`src/rtl/tff_updown_counter_if.sv`:
```
// Control and status bundle for the T-flop up/down counter.
// The master drives the count controls; the slave (the counter) returns state and toggle info.
interface tff_updown_counter_if #(
  parameter int WIDTH = 4
);
  logic             en;
  logic             up;
  logic             load;
  logic [WIDTH-1:0] d;
  logic [WIDTH-1:0] q;
  logic [WIDTH-1:0] qbar;
  logic [WIDTH-1:0] t;
  logic             tc;

  modport master (
    output en, up, load, d,
    input  q, qbar, t, tc
  );

  modport slave (
    input  en, up, load, d,
    output q, qbar, t, tc
  );
endinterface

```
`src/rtl/tff_updown_counter.sv`:
```
// Mod-MODULUS up/down counter whose state bits are T flip-flops; the toggle vector is exported.
// Falling-edge clocked, synchronous active-high reset, priority reset > load > enable.
module tff_updown_counter #(
  parameter int WIDTH    = 4,
  parameter int MODULUS  = 10,
  parameter int SATURATE = 0
) (
  input logic                  clk_i,
  input logic                  rst_i,
  tff_updown_counter_if.slave  bus
);

  localparam logic [WIDTH-1:0] MaxVal = WIDTH'(MODULUS - 1);
  localparam logic [WIDTH:0]   ModExt = (WIDTH + 1)'(MODULUS);

  logic [WIDTH-1:0] q_q;
  logic [WIDTH-1:0] q_d;
  logic             tc_q;
  logic             tc_d;
  logic [WIDTH-1:0] tgl_up;
  logic [WIDTH-1:0] tgl_dn;
  logic [WIDTH-1:0] low_mask;
  logic [WIDTH-1:0] t_vec;
  logic             at_max;
  logic             at_min;
  logic             load_clamp;

  assign at_max     = (q_q == MaxVal);
  assign at_min     = (q_q == '0);
  assign load_clamp = ({1'b0, bus.d} >= ModExt);

  // Binary T-flop toggle terms: bit i flips when all lower bits are 1 (up) or 0 (down).
  always_comb begin
    tgl_up   = '0;
    tgl_dn   = '0;
    low_mask = '0;
    for (int i = 0; i < WIDTH; i++) begin
      low_mask  = WIDTH'((1 << i) - 1);
      tgl_up[i] = &(q_q | ~low_mask);
      tgl_dn[i] = ~|(q_q & low_mask);
    end
  end

  always_comb begin
    q_d  = q_q;
    tc_d = 1'b0;
    if (rst_i) begin
      q_d = '0;
    end else if (bus.load) begin
      q_d = load_clamp ? MaxVal : bus.d;
    end else if (bus.en) begin
      if (bus.up) begin
        if (at_max) begin
          tc_d = 1'b1;
          q_d  = (SATURATE != 0) ? q_q : '0;
        end else begin
          q_d = q_q ^ tgl_up;
        end
      end else begin
        if (at_min) begin
          tc_d = 1'b1;
          q_d  = (SATURATE != 0) ? q_q : MaxVal;
        end else begin
          q_d = q_q ^ tgl_dn;
        end
      end
    end
  end

  // Wrap, clamp and reset are folded into the toggle vector so every bit stays a pure T flop.
  assign t_vec = q_q ^ q_d;

  always_ff @(negedge clk_i) begin
    if (rst_i) begin
      q_q  <= '0;
      tc_q <= 1'b0;
    end else begin
      q_q  <= q_q ^ t_vec;
      tc_q <= tc_d;
    end
  end

  assign bus.q    = q_q;
  assign bus.qbar = ~q_q;
  assign bus.t    = t_vec;
  assign bus.tc   = tc_q;

endmodule

```
`src/flat_wrapper.sv`:
```
// flat-port wrapper written by rule: the top's interface ports become plain ports
module tff_updown_counter_flat 
#(
  parameter int WIDTH    = 4,
  parameter int MODULUS  = 10,
  parameter int SATURATE = 0
)
  (clk_i, rst_i, bus_en, bus_up, bus_load, bus_d, bus_q, bus_qbar, bus_t, bus_tc);
  tff_updown_counter_if #(.WIDTH(WIDTH)) bus_i ();
  input logic clk_i;
  input logic rst_i;
  input wire logic [$bits(bus_i.en)-1:0] bus_en;
  input wire logic [$bits(bus_i.up)-1:0] bus_up;
  input wire logic [$bits(bus_i.load)-1:0] bus_load;
  input wire logic [$bits(bus_i.d)-1:0] bus_d;
  output wire logic [$bits(bus_i.q)-1:0] bus_q;
  output wire logic [$bits(bus_i.qbar)-1:0] bus_qbar;
  output wire logic [$bits(bus_i.t)-1:0] bus_t;
  output wire logic [$bits(bus_i.tc)-1:0] bus_tc;
  assign bus_i.en = bus_en;
  assign bus_i.up = bus_up;
  assign bus_i.load = bus_load;
  assign bus_i.d = bus_d;
  assign bus_q = bus_i.q;
  assign bus_qbar = bus_i.qbar;
  assign bus_t = bus_i.t;
  assign bus_tc = bus_i.tc;
  tff_updown_counter #(.WIDTH(WIDTH), .MODULUS(MODULUS), .SATURATE(SATURATE)) u_core (.clk_i(clk_i), .rst_i(rst_i), .bus(bus_i));
endmodule
```
`config.mk`:
```
export PLATFORM = sky130hd
export DESIGN_NAME = tff_updown_counter_flat
export DESIGN_NICKNAME = d
export VERILOG_FILES = /design/src/rtl/tff_updown_counter_if.sv /design/src/rtl/tff_updown_counter.sv /design/src/flat_wrapper.sv
export SDC_FILE = /design/constraint.sdc
export NUM_CORES = 1
export LEC_CHECK = 0
export ABC_AREA = 1
export CORE_AREA = 2 2 39 41
export CTS_CLUSTER_DIAMETER = 30
export DETAILED_ROUTE_END_ITERATION = 10
export DIE_AREA = 0 0 41 43
export MAX_ROUTING_LAYER = met4
export PLACE_DENSITY = 0.81
export SYNTH_ARGS = -nofsm -noshare
export SYNTH_HDL_FRONTEND = slang
export SYNTH_SLANG_ARGS = --single-unit
```
`constraint.sdc`:
```
create_clock -name clk_i -period 3.5 [get_ports clk_i]
set_clock_uncertainty 0.2 [all_clocks]
set_input_delay 0.35 -clock clk_i [delete_from_list [all_inputs] [get_ports clk_i]]
set_output_delay 0.35 -clock clk_i [all_outputs]
set_load 0.01 [all_outputs]
```
Word level (Yosys, flattened, before mapping)
Cells that the tools add are included.
- memories kept: 0
- memory bits (read-only): 0
- output and inout port bits: 13
- input port bits: 9
- logic and storage cells: 29
- latch bits: 0
- register bits after elaboration: 5
- memory bits (writable): 0
- add/sub/neg operators: 0
- bitwise operators: 6
- multiply operators: 0
- equality and inequality tests: 1
- mux-type cells: 10
- shifts and indexed selects: 0
- div/mod/pow operators: 0
- magnitude comparators: 1
- reduce and logical (&&, ||, !) cells: 9
- operator list (kind ; count):
    $mux W4 ; 7
    $xor A4 B4 Y4 ; 4
    $reduce_or A3 Y1 ; 2
    $eq A4 B4 Y1 const B ; 1
    $ge A4 B4 Y1 const B ; 1
    $logic_not A4 Y1 ; 1
    $not A4 Y4 ; 1
    $logic_not A1 Y1 ; 3
    $mux W1 ; 3
    $reduce_and A3 Y1 ; 1
    $reduce_and A2 Y1 ; 1
    $reduce_or A2 Y1 ; 1
    $not A1 Y1 ; 1

Logic depth before layout (Yosys ltp)
- word-level depth: 10
- depth in mapped cells: 12
- depth with buffers taken out: 12

==> metrics.yaml <==
status: "finished with violations"
violations: "setup timing"
yosysSeqAreaShare: 0.205
holdPathStages: 7
syn-num-nets: 103
slowest_delay_ns: 0.37
grt_max_degree: 8
io_pins: 22
rsz0062_at_grt: "yes"
gp_congestion: 0.862
finalWorstSetupSlack_ns: -0.815
drt-wirelength-per-cell_um: 16.3
setup.worst_path.start_class: "flop"
yosysUniqueCellTypes: 13
root_buffer: "clkbuf_4"
ctsHoldBuffers: 0
crit_chain: "inv_4 -> buf_4 -> buf_6 -> ha_4 -> nand4_1 -> nand2_1 -> nand2_2 -> nand2_1 -> nand2_2 -> nand2_1 -> nand2_1 -> nand2_2 -> buf_6"
path_buf_inv: 4
rr_startpoint: "u_core.bus.q[1]"
synth_warnings: 0
top_layer: "met4"
critPathMaxFanout: 3
grt-ovfl-total: 0
wl_um: 2790
tightest_slew_ns: 0.197
ff2ff_setup_slack_ns: 0.97
synth-seq-cells: 5
numCtsBuffers: 3
grt_pass1_vias: 815
critPathTopFamily: "simple AND/OR/NAND/NOR gates"
required_ns: 2.95
crit_cells: 13
crit_path_end: "bus_t[1]"
drt_iter0_markers: 27
drc_errors: 0
ant_nets: 0
dp_hpwl_um: 1190
clockBufferDepth: 2
die_h_um: 43
path_class: "flop to output pin"
hold-worst-slack_ns: 0.709
die-area_um2: 1760
syn_area_per_cell_um2: 5.48
insertion_delay_ns: 0.34
gr-usage-all-layers: 0.272
grt_pass1_wl_um: 3140
tritoncts: "yes"
met3_length_um: 158
holdCritStartpoint: "u_core.bus.q[3]"
start_util: 0.353
wl_met2_um: 1480
timing.rr.end: "u_core.bus.q[0]"
final_cell_mix: "buf_4, nand2_1, nand2_2"
final_nets: 170
syn2layout_area_growth_pct: 141
r2r_cells: 18
syn_area_um2: 488
final_common_cell: "buf_4"
num_vias: 880
maxSlewHeadroom: 0.868
rows: 14
syn_inst: 89
hold_class: "flop to flop"
wl_met1_um: 1020
dr.pass1.iters: 4
dp_cells: 145
power_density_nw_per_um2: 292
path_clk_slew_ns: 0.05
setup_viol: 7
viasPerCell: 5.15
cp.arrival_ns: 3.76
antenna_found_initial: 0
cap_violations: 0
final_core_util: 0.851
diodes: 0
io_buffer_count: 21
die_x_um: 41
cts_sinks: 5
ir_worst_vdd_uv: 238
core_um2: 1380
slowest_stage: "dfxtp_4"
instances_no_fill: 171
cts-htree-levels: 1
endpoint_kind: "output pin"
crit_start: "u_core.bus.q[1]"
finalHoldViolations: 0
drive_above_1_share: 0.542
cpMostUsedCell: "nand2_1"
leakagePower_nw: 0.707
slew_violations: 0
[synth_stat cells, drive strengths merged]
master  instances  area share
nand3           7       0.072
nand2          35        0.27
or2             1       0.013
inv            15        0.12
ha              5        0.13
nor2           10       0.082
nor3            1       0.010
o21ai           3       0.031
nand4           1       0.013
a21oi           6       0.062
dfxtp           5        0.21
[routing by layer]
metal  track usage  vias up
met2         0.466       48
met4         0.140        0
met1         0.240      411
met3         0.105       14
li1              -      407
met5             -        -
[tightest hold or removal path, delay by kind of cell (launching register included)]
family                 cells  cell delay [ns]
DFF                        1             0.38
and+or+nand+nor            5             0.28
buffers and inverters      2             0.20
[registers in the layout (all words and copies together) (netlist names)]
register and flops:
u_core.bus.q 4, u_core.bus.tc 1
[worst min-delay path by stage]
stage / endpoint / slack [ns]
global route: u_core.bus.tc / 0.76
floorplan: u_core.bus.tc / 0.49
finish: u_core.bus.tc / 0.71
CTS: u_core.bus.tc / 0.66
detailed placement: u_core.bus.tc / 0.60
global placement: u_core.bus.tc / 0.60
[layout make-up]
class,instances,area [µm²]
clock buffer,3,22.5
clock inverter,6,22.5
fill,78,206
inverter,14,57.6
multi-input combinational,69,432
sequential,5,115
tap,16,20.0
timing repair buffer,58,508
[power breakdown]
group / leakage (nW) / internal, mW / switching (mW)
combinational: 0.618 / 0.0904 / 0.0831
clock: 0.0458 / 0.0488 / 0.0535
sequential: 0.0437 / 0.0609 / 0.00679
total: 0.707 / 0.200 / 0.143
[repair_timing]
item,in CTS,in global routing
cloned,0,0
pin swaps,9,20
setup buffers,16,4
gates resized for setup,37,48
setup endpoints to repair,12,10
[through the flow]
| stage | worst slack (ns) | power (mW) | TNS (ns) | instance area (µm²) |
|---|---|---|---|---|
| after floorplan | -0.200 | 0.135 | -0.298 | 534 |
| after global placement | -0.670 | 0.202 | -2.91 | 907 |
| after detailed placement | -0.695 | 0.204 | -2.93 | 907 |
| after CTS | -0.685 | 0.303 | -3.03 | 1080 |
| after global routing | -0.880 | 0.359 | -3.50 | 1180 |
| final | -0.815 | 0.344 | -3.27 | 1180 |
[cells by family after synthesis]
family                   synth area share
AND/OR/NAND/NOR                     0.459
adder cells (fa/ha/maj)             0.128
AO/OA/AOI/OAI                      0.0923
buffers and inverters               0.115
flip-flops                          0.205
Power figures use the tool's default switching activity.
